File: src/rtl/uart_rx.sv
// 8N1 UART receiver: oversampled line, 3-sample majority vote per bit, one-cycle
// data_valid / stop_err strobes, resynchronises after a framing error once the line idles.
module uart_rx #(
  parameter int unsigned OVERSAMPLE = 8
) (
  input  logic       clk,
  input  logic       rst,
  input  logic       rx_in,
  output logic [7:0] p_data,
  output logic       data_valid,
  output logic       stop_err,
  output logic       busy
);

  localparam int unsigned EW = (OVERSAMPLE > 1) ? $clog2(OVERSAMPLE) : 1;

  localparam logic [EW-1:0] EdgeSamp0 = EW'(OVERSAMPLE / 2 - 1);
  localparam logic [EW-1:0] EdgeSamp1 = EW'(OVERSAMPLE / 2);
  localparam logic [EW-1:0] EdgeVote  = EW'(OVERSAMPLE / 2 + 1);
  localparam logic [EW-1:0] EdgeLast  = EW'(OVERSAMPLE - 1);

  localparam logic [2:0] StIdle     = 3'd0;
  localparam logic [2:0] StStart    = 3'd1;
  localparam logic [2:0] StData     = 3'd2;
  localparam logic [2:0] StStop     = 3'd3;
  localparam logic [2:0] StWaitIdle = 3'd4;

  logic [1:0]    sync_q;
  logic          rx_s;
  logic [2:0]    state_q, state_d;
  logic [EW-1:0] edge_q, edge_d;
  logic [2:0]    bit_q, bit_d;
  logic          samp0_q, samp0_d;
  logic          samp1_q, samp1_d;
  logic [7:0]    shift_q, shift_d;
  logic [7:0]    p_data_q, p_data_d;
  logic          valid_q, valid_d;
  logic          err_q, err_d;
  logic          busy_q, busy_d;
  logic          vote;
  logic          is_vote;
  logic          is_last;

  assign rx_s    = sync_q[1];
  assign vote    = (samp0_q & samp1_q) | (samp0_q & rx_s) | (samp1_q & rx_s);
  assign is_vote = (edge_q == EdgeVote);
  assign is_last = (edge_q == EdgeLast);

  always_comb begin
    state_d  = state_q;
    edge_d   = is_last ? '0 : edge_q + 1'b1;
    bit_d    = bit_q;
    samp0_d  = (edge_q == EdgeSamp0) ? rx_s : samp0_q;
    samp1_d  = (edge_q == EdgeSamp1) ? rx_s : samp1_q;
    shift_d  = shift_q;
    p_data_d = p_data_q;
    valid_d  = 1'b0;
    err_d    = 1'b0;

    unique case (state_q)
      StIdle: begin
        edge_d = '0;
        bit_d  = '0;
        // The detection cycle itself counts as edge 0 of the start bit.
        if (!rx_s) begin
          state_d = StStart;
          edge_d  = EW'(1);
        end
      end
      StStart: begin
        if (is_vote && vote) begin
          state_d = StIdle;
          edge_d  = '0;
        end else if (is_last) begin
          state_d = StData;
          bit_d   = '0;
        end
      end
      StData: begin
        if (is_vote) shift_d = {vote, shift_q[7:1]};
        if (is_last) begin
          if (bit_q == 3'd7) state_d = StStop;
          else               bit_d   = bit_q + 3'd1;
        end
      end
      StStop: begin
        // Leave at the stop-bit vote so a back-to-back start edge is not missed.
        if (is_vote) begin
          edge_d = '0;
          if (vote) begin
            p_data_d = shift_q;
            valid_d  = 1'b1;
            state_d  = StIdle;
          end else begin
            err_d   = 1'b1;
            state_d = StWaitIdle;
          end
        end
      end
      StWaitIdle: begin
        edge_d = '0;
        if (rx_s) state_d = StIdle;
      end
      default: begin
        state_d = StIdle;
        edge_d  = '0;
      end
    endcase

    busy_d = (state_d != StIdle);
  end

  always_ff @(posedge clk) begin
    if (rst) begin
      sync_q   <= 2'b11;
      state_q  <= StIdle;
      edge_q   <= '0;
      bit_q    <= '0;
      samp0_q  <= 1'b1;
      samp1_q  <= 1'b1;
      shift_q  <= '0;
      p_data_q <= '0;
      valid_q  <= 1'b0;
      err_q    <= 1'b0;
      busy_q   <= 1'b0;
    end else begin
      sync_q   <= {sync_q[0], rx_in};
      state_q  <= state_d;
      edge_q   <= edge_d;
      bit_q    <= bit_d;
      samp0_q  <= samp0_d;
      samp1_q  <= samp1_d;
      shift_q  <= shift_d;
      p_data_q <= p_data_d;
      valid_q  <= valid_d;
      err_q    <= err_d;
      busy_q   <= busy_d;
    end
  end

  assign p_data     = p_data_q;
  assign data_valid = valid_q;
  assign stop_err   = err_q;
  assign busy       = busy_q;

endmodule

File: config.mk
export PLATFORM = sky130hd
export DESIGN_NAME = uart_rx
export DESIGN_NICKNAME = d
export VERILOG_FILES = /design/src/rtl/uart_rx.sv
export SDC_FILE = /design/constraint.sdc
export NUM_CORES = 1
export LEC_CHECK = 0
export CORE_MARGIN = 2
export CORE_UTILIZATION = 55
export CTS_CLUSTER_SIZE = 10
export DETAILED_ROUTE_END_ITERATION = 12
export PLACE_DENSITY = 0.78
export SLEW_MARGIN = 5
export SYNTH_ARGS = -nofsm -noshare
export SYNTH_HDL_FRONTEND = slang
export SYNTH_SLANG_ARGS = --single-unit
File: constraint.sdc
create_clock -name clk -period 3.9 [get_ports clk]
set_clock_uncertainty 0.2 [all_clocks]
set_input_delay 0.585 -clock clk [delete_from_list [all_inputs] [get_ports clk]]
set_output_delay 0.585 -clock clk [all_outputs]
set_load 0.02 [all_outputs]
==> results by group, run 1 <==
Synth
  • Synth Instances: 132
  • Post-synth EDFFs: 0
  • Synth Warn #: 0
  • Synth cell types: 38
  • Ys flop type: dfxtp_1
  • Asr flop ratio synth: 0%
  • Sequential area share after synthesis: 47.58%
  • Post-Syn Nets: 142
  • #FFs+latches synth: 32
  • Synthesized area per cell: 10.20 um2
  • Synth Cell Area: 1346 um2

Clock tree
  • CTS tree: built
  • CTS Buffer Depth: 2
  • Clk sink count: 32
  • Resize count post-CTS: 0
  • Htree depth: 2
  • Worst-Skew Late Latency: 340 ps
  • CTS Buf Count: 5
  • CTS root buf: clkbuf_4
  • Clock transition at path regs: 90 ps
  • Setup bufs post-CTS: 0
  • Hold-fix buffers, CTS: 0

STA
  • Hold WS: 220.4 ps
  • Total negative slack: 0 ps
  • Endpoints failing hold: 0
  • Tcrit/Tclk final: 54.27%
  • Highest Clock Rate: 472.5 MHz
  • Least-Margin Pin Slew: 621.2 ps
  • Min cycle time layout: 2117 ps
  • PnR worst setup slack: 1783 ps
  • Slew HR: 58.46%
  • # setup viols final: 0
  • Unrepaired setup endpoints after global routing: no
  • Max Slew Vio Count: 0

Cells and area
  • Commonest non-fill, non-tap cell in the layout: dfxtp_1
  • Most frequent cells in the layout: dfxtp_1, nor2_1, mux2i_1
  • Nets: 156
  • Area delta synth->final: 15.99%
  • Share of cells above drive strength 1: 10.20%
  • Footprint of the multi-input gates: 653.1 um2
  • Final Non-Filler Cells: 175
  • Fillcell total: 197
  • # diodes: 0
  • FF+latch area: 640.6 um2

GRT
  • Total GRT Usage: 21.52%
  • Grt ovf: 0
  • Initial antenna violation count: 0
  • Vias in the first global route: 997
  • Largest net degree at the start of global routing: 29
  • First-pass GRT wire length: 4264 um

Drt
  • Routed wire length: 2346 um
  • Initial DRC Count: 14
  • Final routed DRC violation total: 0
  • Routed len/inst: 13.41 um
  • Antenna Nets Post-Route: 0
  • Via-to-Cell Ratio: 5.554
  • Drt pass-1 iters: 4
  • Via Count: 972

Floorplanning
  • Initial core utilization: 59.71%
  • DIE AREA: 2860 um2
  • Die Wd: 53.48 um
  • DIE HEIGHT: 53.48 um
  • Num rows: 17
  • I/O pins: 14
  • Core area: 2255 um2

Setup path
  • Element type at the critical path start: flop
  • Critical Path End Type: flop
  • WP buf/inv: 0
  • CP arrival: 2150 ps
  • CP delay by family, top: simple AND/OR/NAND/NOR gates
  • Critical path class: reg -> reg
  • Worst Path Max Fanout: 9
  • Worst EP required: 3930 ps
  • Slowest CP cell: nand4_1
  • Max stage delay on crit path: 550 ps
  • Worst-path cell chain: ha_1 > and2_1 > nand4_1 > mux2i_1 > nor2_1

Placed design
  • PortBufs: 13
  • Cells after DPL: 167
  • Place WS: 1682 ps
  • Final GP Congestion: 0.7724
  • Dpl hpwl: 1696 um

Run
  • Max-cap violations: 0

Min path
  • Min-Delay Path Class: reg -> reg

Status
  • Status: finished clean

Power and ir drop
  • Power per Cell Area: 383.7 nW/um2
  • Peak supply drop: 319.6 uV
  • Pleak: 0.7067 nW
[worst paths after layout]
path / startpoint / to / slack (ps) / cells after the start
worst max-delay path: edge_q[0] / p_data[6] / 1780 / 5
worst min-delay path: sync_q[0] / sync_q[1] / 220 / 1
worst max register to register: edge_q[0] / p_data[6] / 1780 / 5
worst min register to register: sync_q[0] / sync_q[1] / 220 / 1
[cell type report]
class / count / share of cell area, %
Multi-Input combinational cell: 88 / 41.83
Sequential cell: 32 / 41.03
Timing Repair Buffer: 14 / 8.814
Clock buffer: 6 / 2.644
Clock inverter: 2 / 2.244
Tap cell: 28 / 2.244
Inverter: 5 / 1.202
[power by group]
part | internal [mW] | leakage, nW | switching, mW
clock | 0.134 | 0.0422 | 0.114
combinational | 0.00882 | 0.406 | 0.00959
sequential | 0.329 | 0.259 | 0.00340
[registers in the layout, summed over array words and instances, names as in the netlist, 2 cells and up]
signal / count
p_data: 8
bit_q: 3
state_q: 3
shift_q: 8
edge_q: 3
sync_q: 2
[metal layers]
| layer | GRT usage (%) | routed length [um] | vias to the layer above |
|---|---|---|---|
| li1 | - | - | 492 |
| met1 | 24.17 | 1074 | 462 |
| met2 | 34.36 | 1121 | 13 |
| met3 | 9.887 | 107 | 5 |
| met4 | 9.829 | 42 | 0 |
| met5 | 0 | 0 | - |
[per-stage QoR]
stage	utilization (%)	cell area, um2	power, mW
4_1_cts	69.26	1562	0.6053
6_report	69.26	1562	0.5991
3_3_place_gp	65.87	1485	0.3585
2_1_floorplan	-	1346	0.3527
5_1_grt	69.26	1562	0.6207
3_5_place_dp	65.87	1485	0.3589
[cells by family after synthesis]
family	Yosys count	synth area share (%)
buffers and inverters	12	3.903
multiplexers	17	13.01
AO/OA/AOI/OAI	20	12.73
adder cells (fa/ha/maj)	8	7.342
flip-flops	32	47.58
AND/OR/NAND/NOR	43	15.43
[synthesized netlist by cell type (2+ instances only)]
| library cell | count | area share (%) |
|---|---|---|
| a22o_1 | 2 | 1.3 |
| inv_1 | 5 | 1.4 |
| or2_2 | 3 | 1.4 |
| dfxtp_1 | 32 | 48 |
| mux2i_1 | 16 | 12 |
| nor3_1 | 2 | 0.74 |
| o32a_1 | 2 | 1.5 |
| clkbuf_1 | 2 | 0.56 |
| nor2_1 | 23 | 6.4 |
| a21oi_1 | 3 | 1.1 |
| ha_1 | 7 | 6.5 |
| nand3_1 | 3 | 1.1 |
| nor4b_1 | 2 | 1.3 |
| buf_2 | 3 | 1.1 |
| nor2b_1 | 3 | 1.4 |
| nand2_1 | 2 | 0.56 |
(Power assumes the default switching activity.)
==> inputs of run 2 (changes only) <==
--- a/config.mk
+++ b/config.mk
@@ -6,10 +6,10 @@
 export NUM_CORES = 1
 export LEC_CHECK = 0
 export CORE_MARGIN = 2
-export CORE_UTILIZATION = 55
+export CORE_UTILIZATION = 54
 export CTS_CLUSTER_SIZE = 10
 export DETAILED_ROUTE_END_ITERATION = 12
-export PLACE_DENSITY = 0.78
+export PLACE_DENSITY = 0.76
 export SLEW_MARGIN = 5
 export SYNTH_ARGS = -nofsm -noshare
 export SYNTH_HDL_FRONTEND = slang
==> constraint.sdc (replaced) <==
create_clock -name clk -period 2.2 [get_ports clk]
set_clock_uncertainty 0.2 [all_clocks]
set_input_delay 0.33 -clock clk [delete_from_list [all_inputs] [get_ports clk]]
set_output_delay 0.33 -clock clk [all_outputs]
set_load 0.02 [all_outputs]
==> results by group, run 2 (synthesis results as in run 1) <==
STA
  • Total negative slack: 0 ps (unchanged)
  • # setup viols final: 0 (unchanged)
  • PnR worst setup slack: 149.4 ps (was 1783 ps)
  • Least-Margin Pin Slew: 418.2 ps (was 621.2 ps)
  • Highest Clock Rate: 487.7 MHz (was 472.5 MHz)
  • Endpoints failing hold: 0 (unchanged)
  • Min cycle time layout: 2051 ps (was 2117 ps)
  • Unrepaired setup endpoints after global routing: no (unchanged)
  • Tcrit/Tclk final: 93.21% (was 54.27%)
  • Max Slew Vio Count: 0 (unchanged)
  • Slew HR: 72.08% (was 58.46%)

Setup path
  • Max stage delay on crit path: 480 ps (was 550 ps)
  • Critical Path End Type: flop (unchanged)
  • Element type at the critical path start: flop (unchanged)
  • Critical path class: reg -> reg (unchanged)
  • CP arrival: 2090 ps (was 2150 ps)
  • Worst EP required: 2240 ps (was 3930 ps)
  • Worst Path Max Fanout: 6 (was 9)
  • Worst-path cell chain: ha_1 > ha_1 > or3b_2 > o22a_1 > o32a_1 > nor3_1 (was ha_1 > and2_1 > nand4_1 > mux2i_1 > nor2_1)
  • Crit-path most repeated cell: ha_1
  • Slowest CP cell: or3b_2 (was nand4_1)

Floorplanning
  • I/O pins: 14 (unchanged)
  • DIE HEIGHT: 53.93 um (was 53.48 um)
  • Die Wd: 53.93 um (was 53.48 um)
  • DIE AREA: 2908 um2 (was 2860 um2)
  • Num rows: 18 (was 17)
  • Core area: 2410 um2 (was 2255 um2)
  • Initial core utilization: 55.87% (was 59.71%)

Cells and area
  • Commonest non-fill, non-tap cell in the layout: dfxtp_1 (unchanged)
  • Final Non-Filler Cells: 179 (was 175)
  • Final instance area: 1582 um2 (was 1562 um2)
  • Most frequent cells in the layout: dfxtp_1, nor2_1, mux2i_1 (unchanged)
  • # diodes: 0 (unchanged)
  • Nets: 159 (was 156)
  • Area delta synth->final: 17.47% (was 15.99%)
  • Fillcell total: 199 (was 197)
  • Share of cells above drive strength 1: 12.75% (was 10.20%)

Drt
  • Routed wire length: 2234 um (was 2346 um)
  • Routed len/inst: 12.48 um (was 13.41 um)
  • Antenna Nets Post-Route: 0 (unchanged)
  • Drt pass-1 iters: 4 (unchanged)
  • Initial DRC Count: 12 (was 14)
  • Final routed DRC violation total: 0 (unchanged)
  • Via-to-Cell Ratio: 5.514 (was 5.554)
  • Via Count: 987 (was 972)

Power and ir drop
  • Int Pwr: 0.7815 mW (was 0.4723 mW)
  • Clock network fraction of design power: 36.9% (was 41.4%)
  • Power per Cell Area: 625.4 nW/um2 (was 383.7 nW/um2)
  • Pleak: 0.7149 nW (was 0.7067 nW)
  • Register share of total power: 59.7% (was 55.5%)
  • Net Switching: 0.2076 mW (was 0.1268 mW)
  • Sw frac: 20.99% (was 21.16%)
  • Peak supply drop: 543.0 uV (was 319.6 uV)
  • Fraction of power consumed by combinational cells: 3.5% (was 3.1%)

GRT
  • First-pass GRT wire length: 3726 um (was 4264 um)
  • Initial antenna violation count: 0 (unchanged)
  • Grt ovf: 0 (unchanged)
  • Total GRT Usage: 18.60% (was 21.52%)
  • Vias in the first global route: 848 (was 997)
  • Largest net degree at the start of global routing: 16 (was 29)

Placed design
  • Final GP Congestion: 0.7843 (was 0.7724)
  • Dpl hpwl: 1630 um (was 1696 um)
  • Place WS: 158.8 ps (was 1682 ps)
  • Cells after DPL: 172 (was 167)
  • PortBufs: 13 (unchanged)
  • Cell Area, Placed: 1510 um2 (was 1485 um2)

Clock tree
  • Worst-Skew Late Latency: 330 ps (was 340 ps)
  • CTS root buf: clkbuf_4 (unchanged)
  • Clock transition at path regs: 80 ps (was 90 ps)
  • Hold-fix buffers, CTS: 0 (unchanged)
  • CTS tree: built (unchanged)
  • CTS Buffer Depth: 2 (unchanged)
  • Clk sink count: 32 (unchanged)
  • Htree depth: 2 (unchanged)
  • CTS Buf Count: 5 (unchanged)

Run
  • Max-cap violations: 0 (unchanged)

Status
  • Status: finished clean (unchanged)

Min path
  • Min-Delay Path Class: reg -> reg (unchanged)
==> run 2: cell types whose count changed in the layout (fill, tap and decap cells not counted), sizes merged <==
cell    before  now
buf          1    4
clkbuf       6    7
clkinv       1    0
bufinv       1    0
==> run 2: final timing paths <==
| path | to | start | slack [ps] | cells after the start |
|---|---|---|---|---|
| worst max-delay path | edge_q[0] | edge_q[0] | 150 | 6 |
| worst min-delay path | sync_q[1] | sync_q[0] | 230 | 1 |
| worst max register to register | edge_q[0] | edge_q[0] | 150 | 6 |
| worst min register to register | sync_q[1] | sync_q[0] | 230 | 1 |
==> run 2: routing by layer <==
layer / track usage, % / share of wire (%) / routed length (um)
met4: 10.26 / 1.9 / 42
met1: 23.26 / 45 / 1014
met5: 0 / 0 / 0
met3: 5.833 / 3.8 / 85
met2: 28.25 / 49 / 1091
==> run 2: what timing repair did <==
action                     CTS  global route
setup endpoints to repair    0             3
resized for setup            0             1
setup buffers                0             0
==> run 2: power by group through the flow <==
stage	clock network [mW]	registers, mW	logic, mW
after floorplan	0	0.601	0.0242
after global placement	0	0.603	0.0341
after detailed placement	0	0.603	0.0347
after CTS	0.376	0.590	0.0347
after global routing	0.394	0.591	0.0390
final	0.365	0.590	0.0345
==> run 2: worst max-delay path, delay by kind of cell (launching register included) <==
| kind | cells | cell delay [ps] |
|---|---|---|
| simple gates | 2 | 610 |
| flops | 1 | 360 |
| compound gates | 2 | 320 |
| fa+ha+maj | 2 | 480 |
==> run 2: cell type report <==
class	instances	area, um2	area share (%)
Tap cell	30	37.54	2.373
Inverter	5	18.77	1.187
Sequential cell	32	640.6	40.51
Clock buffer	7	65.06	4.114
Multi-Input combinational cell	88	659.4	41.69
Timing Repair Buffer	17	160.2	10.13
==> run 2: through the flow <==
step	power, mW	utilization [%]	hold slack, ps
2_1_floorplan	0.6252	-	189.5
5_1_grt	1.024	65.63	242.8
3_3_place_gp	0.6369	62.67	203.9
3_5_place_dp	0.6377	62.67	201.9
4_1_cts	1.001	65.37	234.9
6_report	0.9891	65.63	228.6
